**src/rtl/audio_out_buffer.sv**
```systemverilog
// -----------------------------------------------------------------------------
// audio_out_buffer
//
// Receives 11-bit audio samples from the processor datapath over a 4-phase
// flag handshake (sample_valid = datapath R14, sample_ack = datapath R13).
// Samples are queued in a small FIFO and played back one per SAMPLE_DIV
// clocks as a PWM bit stream. Playback starts once PREFILL samples are
// queued. After the program signals finish, the FIFO is drained and the
// block parks in DONE with the output at mid-scale.
//
// Ports
//   clkFPGA       in   1   single clock, rising edge
//   rst           in   1   asynchronous active-low reset
//   sample_in     in  11   unsigned sample (datapath R6_audio)
//   sample_valid  in   1   sample request (datapath R14_flag)
//   finish        in   1   end of program (datapath finish)
//   sample_ack    out  1   handshake acknowledge (datapath R13_flag)
//   pwm_out       out  1   PWM audio bit, registered
//   dac_sample    out 11   sample currently being played
//   underrun      out  1   sticky: a playback slot found the FIFO empty
//   done          out  1   high once the program's audio has fully drained
// -----------------------------------------------------------------------------
module audio_out_buffer #(
    parameter int DEPTH      = 16,
    parameter int SAMPLE_DIV = 1134,
    parameter int PREFILL    = 8
) (
    input  logic        clkFPGA,
    input  logic        rst,
    input  logic [10:0] sample_in,
    input  logic        sample_valid,
    input  logic        finish,
    output logic        sample_ack,
    output logic        pwm_out,
    output logic [10:0] dac_sample,
    output logic        underrun,
    output logic        done
);

    localparam int AW = $clog2(DEPTH);
    localparam int CW = AW + 1;
    localparam int TW = (SAMPLE_DIV > 1) ? $clog2(SAMPLE_DIV) : 1;

    localparam logic [CW-1:0] FULL_CNT    = CW'(DEPTH);
    localparam logic [CW-1:0] PREFILL_CNT = CW'(PREFILL);
    localparam logic [TW-1:0] TICK_LAST   = TW'(SAMPLE_DIV - 1);
    localparam logic [10:0]   MID_SCALE   = 11'd1024;

    typedef enum logic [2:0] {
        ST_IDLE    = 3'd0,
        ST_PREFILL = 3'd1,
        ST_PLAY    = 3'd2,
        ST_DRAIN   = 3'd3,
        ST_DONE    = 3'd4
    } state_t;

    state_t        r_state;
    state_t        w_next_state;

    logic          r_vs_meta;
    logic          r_vs;
    logic          r_fs_meta;
    logic          r_fs;
    logic          r_ack;

    logic [10:0]   r_mem [DEPTH];
    logic [AW-1:0] r_wr_ptr;
    logic [AW-1:0] r_rd_ptr;
    logic [CW-1:0] r_count;
    logic [CW-1:0] w_count_next;

    logic [TW-1:0] r_tick_cnt;
    logic [10:0]   r_p;
    logic          r_pwm;
    logic [10:0]   r_dac;
    logic          r_underrun;
    logic          r_done;

    logic          w_tick;
    logic          w_full;
    logic          w_empty;
    logic          w_push;
    logic          w_pop;
    logic          w_starve;
    logic          w_drain_end;

    assign w_tick  = (r_tick_cnt == TICK_LAST);
    assign w_full  = (r_count == FULL_CNT);
    assign w_empty = (r_count == {CW{1'b0}});

    // A push needs a fresh request (ack still low), room in the FIFO, and a
    // program that has not already finished playing out.
    assign w_push = r_vs & ~r_ack & ~w_full & (r_state != ST_DONE);

    // Playback slots: pop when data is available, otherwise either flag a
    // starved slot (PLAY) or conclude the drain (DRAIN).
    assign w_pop       = w_tick & ~w_empty & ((r_state == ST_PLAY) | (r_state == ST_DRAIN));
    assign w_starve    = w_tick & w_empty & (r_state == ST_PLAY);
    assign w_drain_end = w_tick & w_empty & (r_state == ST_DRAIN);

    // Occupancy after this cycle's push/pop.
    always_comb begin
        w_count_next = r_count;
        if (w_push && !w_pop) begin
            w_count_next = r_count + CW'(1);
        end else if (w_pop && !w_push) begin
            w_count_next = r_count - CW'(1);
        end else begin
            w_count_next = r_count;
        end
    end

    // Next-state logic for the playback controller.
    always_comb begin
        w_next_state = r_state;
        case (r_state)
            ST_IDLE: begin
                if (w_push) begin
                    w_next_state = ST_PREFILL;
                end else begin
                    w_next_state = ST_IDLE;
                end
            end
            ST_PREFILL: begin
                // A program can finish before it ever reaches the prefill level.
                if (r_fs) begin
                    w_next_state = ST_DRAIN;
                end else if (w_count_next >= PREFILL_CNT) begin
                    w_next_state = ST_PLAY;
                end else begin
                    w_next_state = ST_PREFILL;
                end
            end
            ST_PLAY: begin
                if (r_fs) begin
                    w_next_state = ST_DRAIN;
                end else begin
                    w_next_state = ST_PLAY;
                end
            end
            ST_DRAIN: begin
                if (w_drain_end) begin
                    w_next_state = ST_DONE;
                end else begin
                    w_next_state = ST_DRAIN;
                end
            end
            ST_DONE: begin
                w_next_state = ST_DONE;
            end
            default: begin
                w_next_state = ST_IDLE;
            end
        endcase
    end

    // State register.
    always_ff @(posedge clkFPGA or negedge rst) begin
        if (!rst) begin
            r_state <= ST_IDLE;
        end else begin
            r_state <= w_next_state;
        end
    end

    // Two-flop synchronizers for the datapath flags.
    always_ff @(posedge clkFPGA or negedge rst) begin
        if (!rst) begin
            r_vs_meta <= 1'b0;
            r_vs      <= 1'b0;
            r_fs_meta <= 1'b0;
            r_fs      <= 1'b0;
        end else begin
            r_vs_meta <= sample_valid;
            r_vs      <= r_vs_meta;
            r_fs_meta <= finish;
            r_fs      <= r_fs_meta;
        end
    end

    // Acknowledge: set by the push, held until the request drops.
    always_ff @(posedge clkFPGA or negedge rst) begin
        if (!rst) begin
            r_ack <= 1'b0;
        end else if (w_push) begin
            r_ack <= 1'b1;
        end else if (!r_vs) begin
            r_ack <= 1'b0;
        end
    end

    // FIFO pointers and occupancy.
    always_ff @(posedge clkFPGA or negedge rst) begin
        if (!rst) begin
            r_wr_ptr <= {AW{1'b0}};
            r_rd_ptr <= {AW{1'b0}};
            r_count  <= {CW{1'b0}};
        end else begin
            if (w_push) begin
                r_wr_ptr <= r_wr_ptr + AW'(1);
            end
            if (w_pop) begin
                r_rd_ptr <= r_rd_ptr + AW'(1);
            end
            r_count <= w_count_next;
        end
    end

    // FIFO storage; contents are meaningless after reset since pointers clear.
    always_ff @(posedge clkFPGA) begin
        if (w_push) begin
            r_mem[r_wr_ptr] <= sample_in;
        end
    end

    // Sample-rate divider, free-running in every state.
    always_ff @(posedge clkFPGA or negedge rst) begin
        if (!rst) begin
            r_tick_cnt <= {TW{1'b0}};
        end else if (w_tick) begin
            r_tick_cnt <= {TW{1'b0}};
        end else begin
            r_tick_cnt <= r_tick_cnt + TW'(1);
        end
    end

    // Current sample, sticky underrun and done flag.
    always_ff @(posedge clkFPGA or negedge rst) begin
        if (!rst) begin
            r_dac      <= MID_SCALE;
            r_underrun <= 1'b0;
            r_done     <= 1'b0;
        end else begin
            if (w_pop) begin
                r_dac <= r_mem[r_rd_ptr];
            end else if (w_drain_end) begin
                r_dac <= MID_SCALE;
            end
            if (w_starve) begin
                r_underrun <= 1'b1;
            end
            r_done <= (w_next_state == ST_DONE);
        end
    end

    // PWM ramp and comparator; the ramp wraps naturally at 2048.
    always_ff @(posedge clkFPGA or negedge rst) begin
        if (!rst) begin
            r_p   <= 11'd0;
            r_pwm <= 1'b0;
        end else begin
            r_p   <= r_p + 11'd1;
            r_pwm <= (r_p < r_dac);
        end
    end

    assign sample_ack = r_ack;
    assign pwm_out    = r_pwm;
    assign dac_sample = r_dac;
    assign underrun   = r_underrun;
    assign done       = r_done;

endmodule

```
**config.mk**
```make
export PLATFORM = sky130hd
export DESIGN_NAME = audio_out_buffer
export DESIGN_NICKNAME = d
export VERILOG_FILES = /design/src/rtl/audio_out_buffer.sv
export SDC_FILE = /design/constraint.sdc
export NUM_CORES = 1
export LEC_CHECK = 0
export ABC_AREA = 1
export CORE_UTILIZATION = 45
export DETAILED_ROUTE_END_ITERATION = 16
export DONT_BUFFER_PORTS = 1
export GPL_TIMING_DRIVEN = 0
export PLACE_DENSITY = 0.65
export SETUP_SLACK_MARGIN = 0.15
export SYNTH_ARGS = -nofsm -noshare
export SYNTH_HDL_FRONTEND = slang
export SYNTH_SLANG_ARGS = --single-unit
```
**constraint.sdc**
```tcl
create_clock -name clkFPGA -period 5.9 [get_ports clkFPGA]
set_input_delay 0.295 -clock clkFPGA [delete_from_list [all_inputs] [get_ports clkFPGA]]
set_output_delay 0.295 -clock clkFPGA [all_outputs]
set_load 0.005 [all_outputs]
```
==> results.ini <==
[power_and_ir_drop]
total_power_w = 0.00383
ir_drop_mv = 0.242
p_per_area_nw_per_um2 = 343
leakagePower_nw = 4.33

[worst_setup_path]
critPathRequiredTime_ns = 6.03
slowest_delay_ns = 1.01
r2r_cells = 7
r2r-end = r_mem[3][4]
endpoint_kind = flip-flop
crit_type = reg2reg
arrival_ns = 2.95
cp_cell_sequence = inv_1, ha_1, nand3_1, nand3_2, inv_2, nand2_1, nor2_1
start_kind = flip-flop
reg2reg_slack_ns = 3.07
reg2reg_from = r_count[0]
cp_slowest_cell = nor2_1
path_max_fanout = 11

[sta]
rsz0062_at_grt = false
fin_crit_sh_pct = 47.9
clock_skew_ns = 0.0182
drv_slew = 0
tightest_slew_ns = 1.37
fin_crit_ns = 2.83
fin_tns_setup_ns = 0
relSlewSlack_pct = 8.35
setup_viol = 0
max_freq_ghz = 0.354
finalHoldViolCount = 0

[synth]
synth.distinct_cells = 43
synth_edf_count = 176
ys_seq_area_share_pct = 68.0
synth.top_cell.area_share_pct = 53.5
yosysWarnings = 0
synth_top_area_cell = edfxtp_1
syn_area_per_cell_um2 = 11.8
synthCells = 840
ys_ff_latch = 233
netlist_top_cells_area = edfxtp_1 (54%), dfrtp_1 (14%), nand2_1 (7.3%)
async_reset_ff_share_pct = 24.5
synthFlopType = edfxtp_1
syn_nets = 876
synth_area_um2 = 9870

[global_routing]
antenna_found_initial = 1
grt_busiest_layer = met2
grt-ovfl-total = 0
grt_pass1_vias = 6386
met2_usage_pct = 35.6
grt_pass1_wl_mm = 37.3
grt_max_degree = 58
track_usage_pct = 22.6
grtUsageMet3_pct = 4.42
use_met1_pct = 31.3

[routing]
postRouteAntennaNets = 0
drc = 0
routed_wl_mm = 24.4
wl_per_cell_um = 20.7
vias = 6595
drt_iter0_markers = 690
vias_per_cell = 5.60
firstDrtPassIters = 5

[floorplanning]
chipHeight_um = 150
start_util_pct = 46.4
core_um2 = 21300
die_area_um2 = 22500
fp-row-count = 53
die_w_um = 150
io_pins = 30

[cts]
cts.sinks = 233
htree_levels = 1
clockRootBuffer = clkbuf_16
path_clk_slew_ns = 0.06
cts_resized = 0
cts_tree = built
cts_made_buffers = 25
cts_setup_buffers = 0
cts_buffer_depth = 3
clk_latency_ns = 0.53

[placed_design]
place_congestion = 0.863
dp_hpwl_mm = 15.5
portBuffers = 0

[cells_and_area]
syn2layout_area_growth_pct = 13.2
fillers = 1820
multi_input_area_um2 = 2780
layout.area.seq_um2 = 6710
layout_commonest_cell = nand2_1
drive_gt1_share_pct = 9.43
final_cell_mix = nand2_1 (191), edfxtp_1 (176), a21oi_1 (83)
layout.nets = 918

[job]
cap_violations = 0

[hold_path]
min_path_type = in2reg
holdPathEnd = r_vs_meta
hold_start = sample_valid
worstHoldPathCells = 1

[run_status]
outcome = completed

[synth_stat cells (4+ instances only)]
library cell and count:
a21oi_1 83, a22oi_1 19, a32o_1 4, buf_1 4
buf_2 13, clkbuf_1 19, dfrtp_1 56, edfxtp_1 176
ha_1 21, inv_1 47, inv_2 10, nand2_1 191
nand3_1 30, nand4_1 8, nor2_1 47, nor3_1 11
o211ai_1 5, o21ai_0 18, o21ai_1 5, o221ai_1 6
o311ai_0 10, o311ai_1 6, xnor2_1 5, xor2_1 15
[worst max-delay path by stage]
stage	from	end	depth (start not counted)
after floorplan	r_count[0]	r_mem[11][0]	7
after global placement	r_count[0]	r_mem[6][5]	7
after detailed placement	r_count[0]	r_mem[1][1]	7
after CTS	r_count[0]	r_mem[1][1]	7
after global routing	r_count[0]	r_mem[3][9]	7
final	r_count[0]	r_mem[3][4]	7
[logic make-up after synthesis]
group                      synth area share, %
xor gates and xnor gates                  1.77
DFF                                       68.0
and+or+nand+nor                           13.5
adders and majority gates                 2.66
AOI/OAI and AO/OA                         10.2
buffers and inverters                     3.90
[state kept, by name, indices dropped and copies added (netlist names)]
name and count:
pwm_out 1, r_count 5, dac_sample 11, r_mem 176
done 1, r_wr_ptr 4, r_vs 1, r_p 11
underrun 1, r_fs 1, r_vs_meta 1, sample_ack 1
r_state 3, r_tick_cnt 11, r_fs_meta 1, r_rd_ptr 4
[cell type report]
type                       instances  area share [%]
buffer                            38            1.49
antenna                            1          0.0224
inverter                          58            1.96
clock buffer                      31            5.89
tap                              275            3.08
timing repair buffer              15            1.50
clock inverter                    15            1.20
sequential                       233            60.0
multi-input combinational        511            24.8
[layer usage]
metal  wire length, um  up-vias
met1             10500     3220
met5                 0        -
li1                  -     3052
met3              1920       39
met4               595        0
met2             11400      284
[stage by stage]
step | std cells | area [um2] | hold slack [ns] | setup WS, ns | utilization [%]
finish | 1177 | 11200 | 0.329 | 3.07 | 52.5
global route | 1176 | 11200 | 0.316 | 2.87 | 52.5
CTS | 1176 | 11200 | 0.310 | 3.03 | 52.5
detailed placement | 1115 | 10200 | 0.000486 | 3.04 | 48.0
global placement | 1115 | 10200 | 0.000428 | 3.08 | 48.0
floorplan | 840 | 9870 | -0.000591 | 3.81 | -
[timing repair]
item | CTS | global route
hold buffers | 15 | 0
hold endpoints to repair | 235 | 0
setup endpoints to repair | 0 | 0
[report_power, final]
group | switching [W] | internal (W)
registers | 0.0000548 | 0.00189
logic | 0.000257 | 0.000113
clock network | 0.000635 | 0.000882
[critical path: cells and delay by family, from the launching register on]
kind                     cells  cell delay, ns
AND/OR/NAND/NOR              4            1.46
buffers and inverters        2            0.31
adder cells (fa/ha/maj)      1            0.23
flip-flops                   1            0.42
No activity file was read; power rests on OpenSTA's default activity.
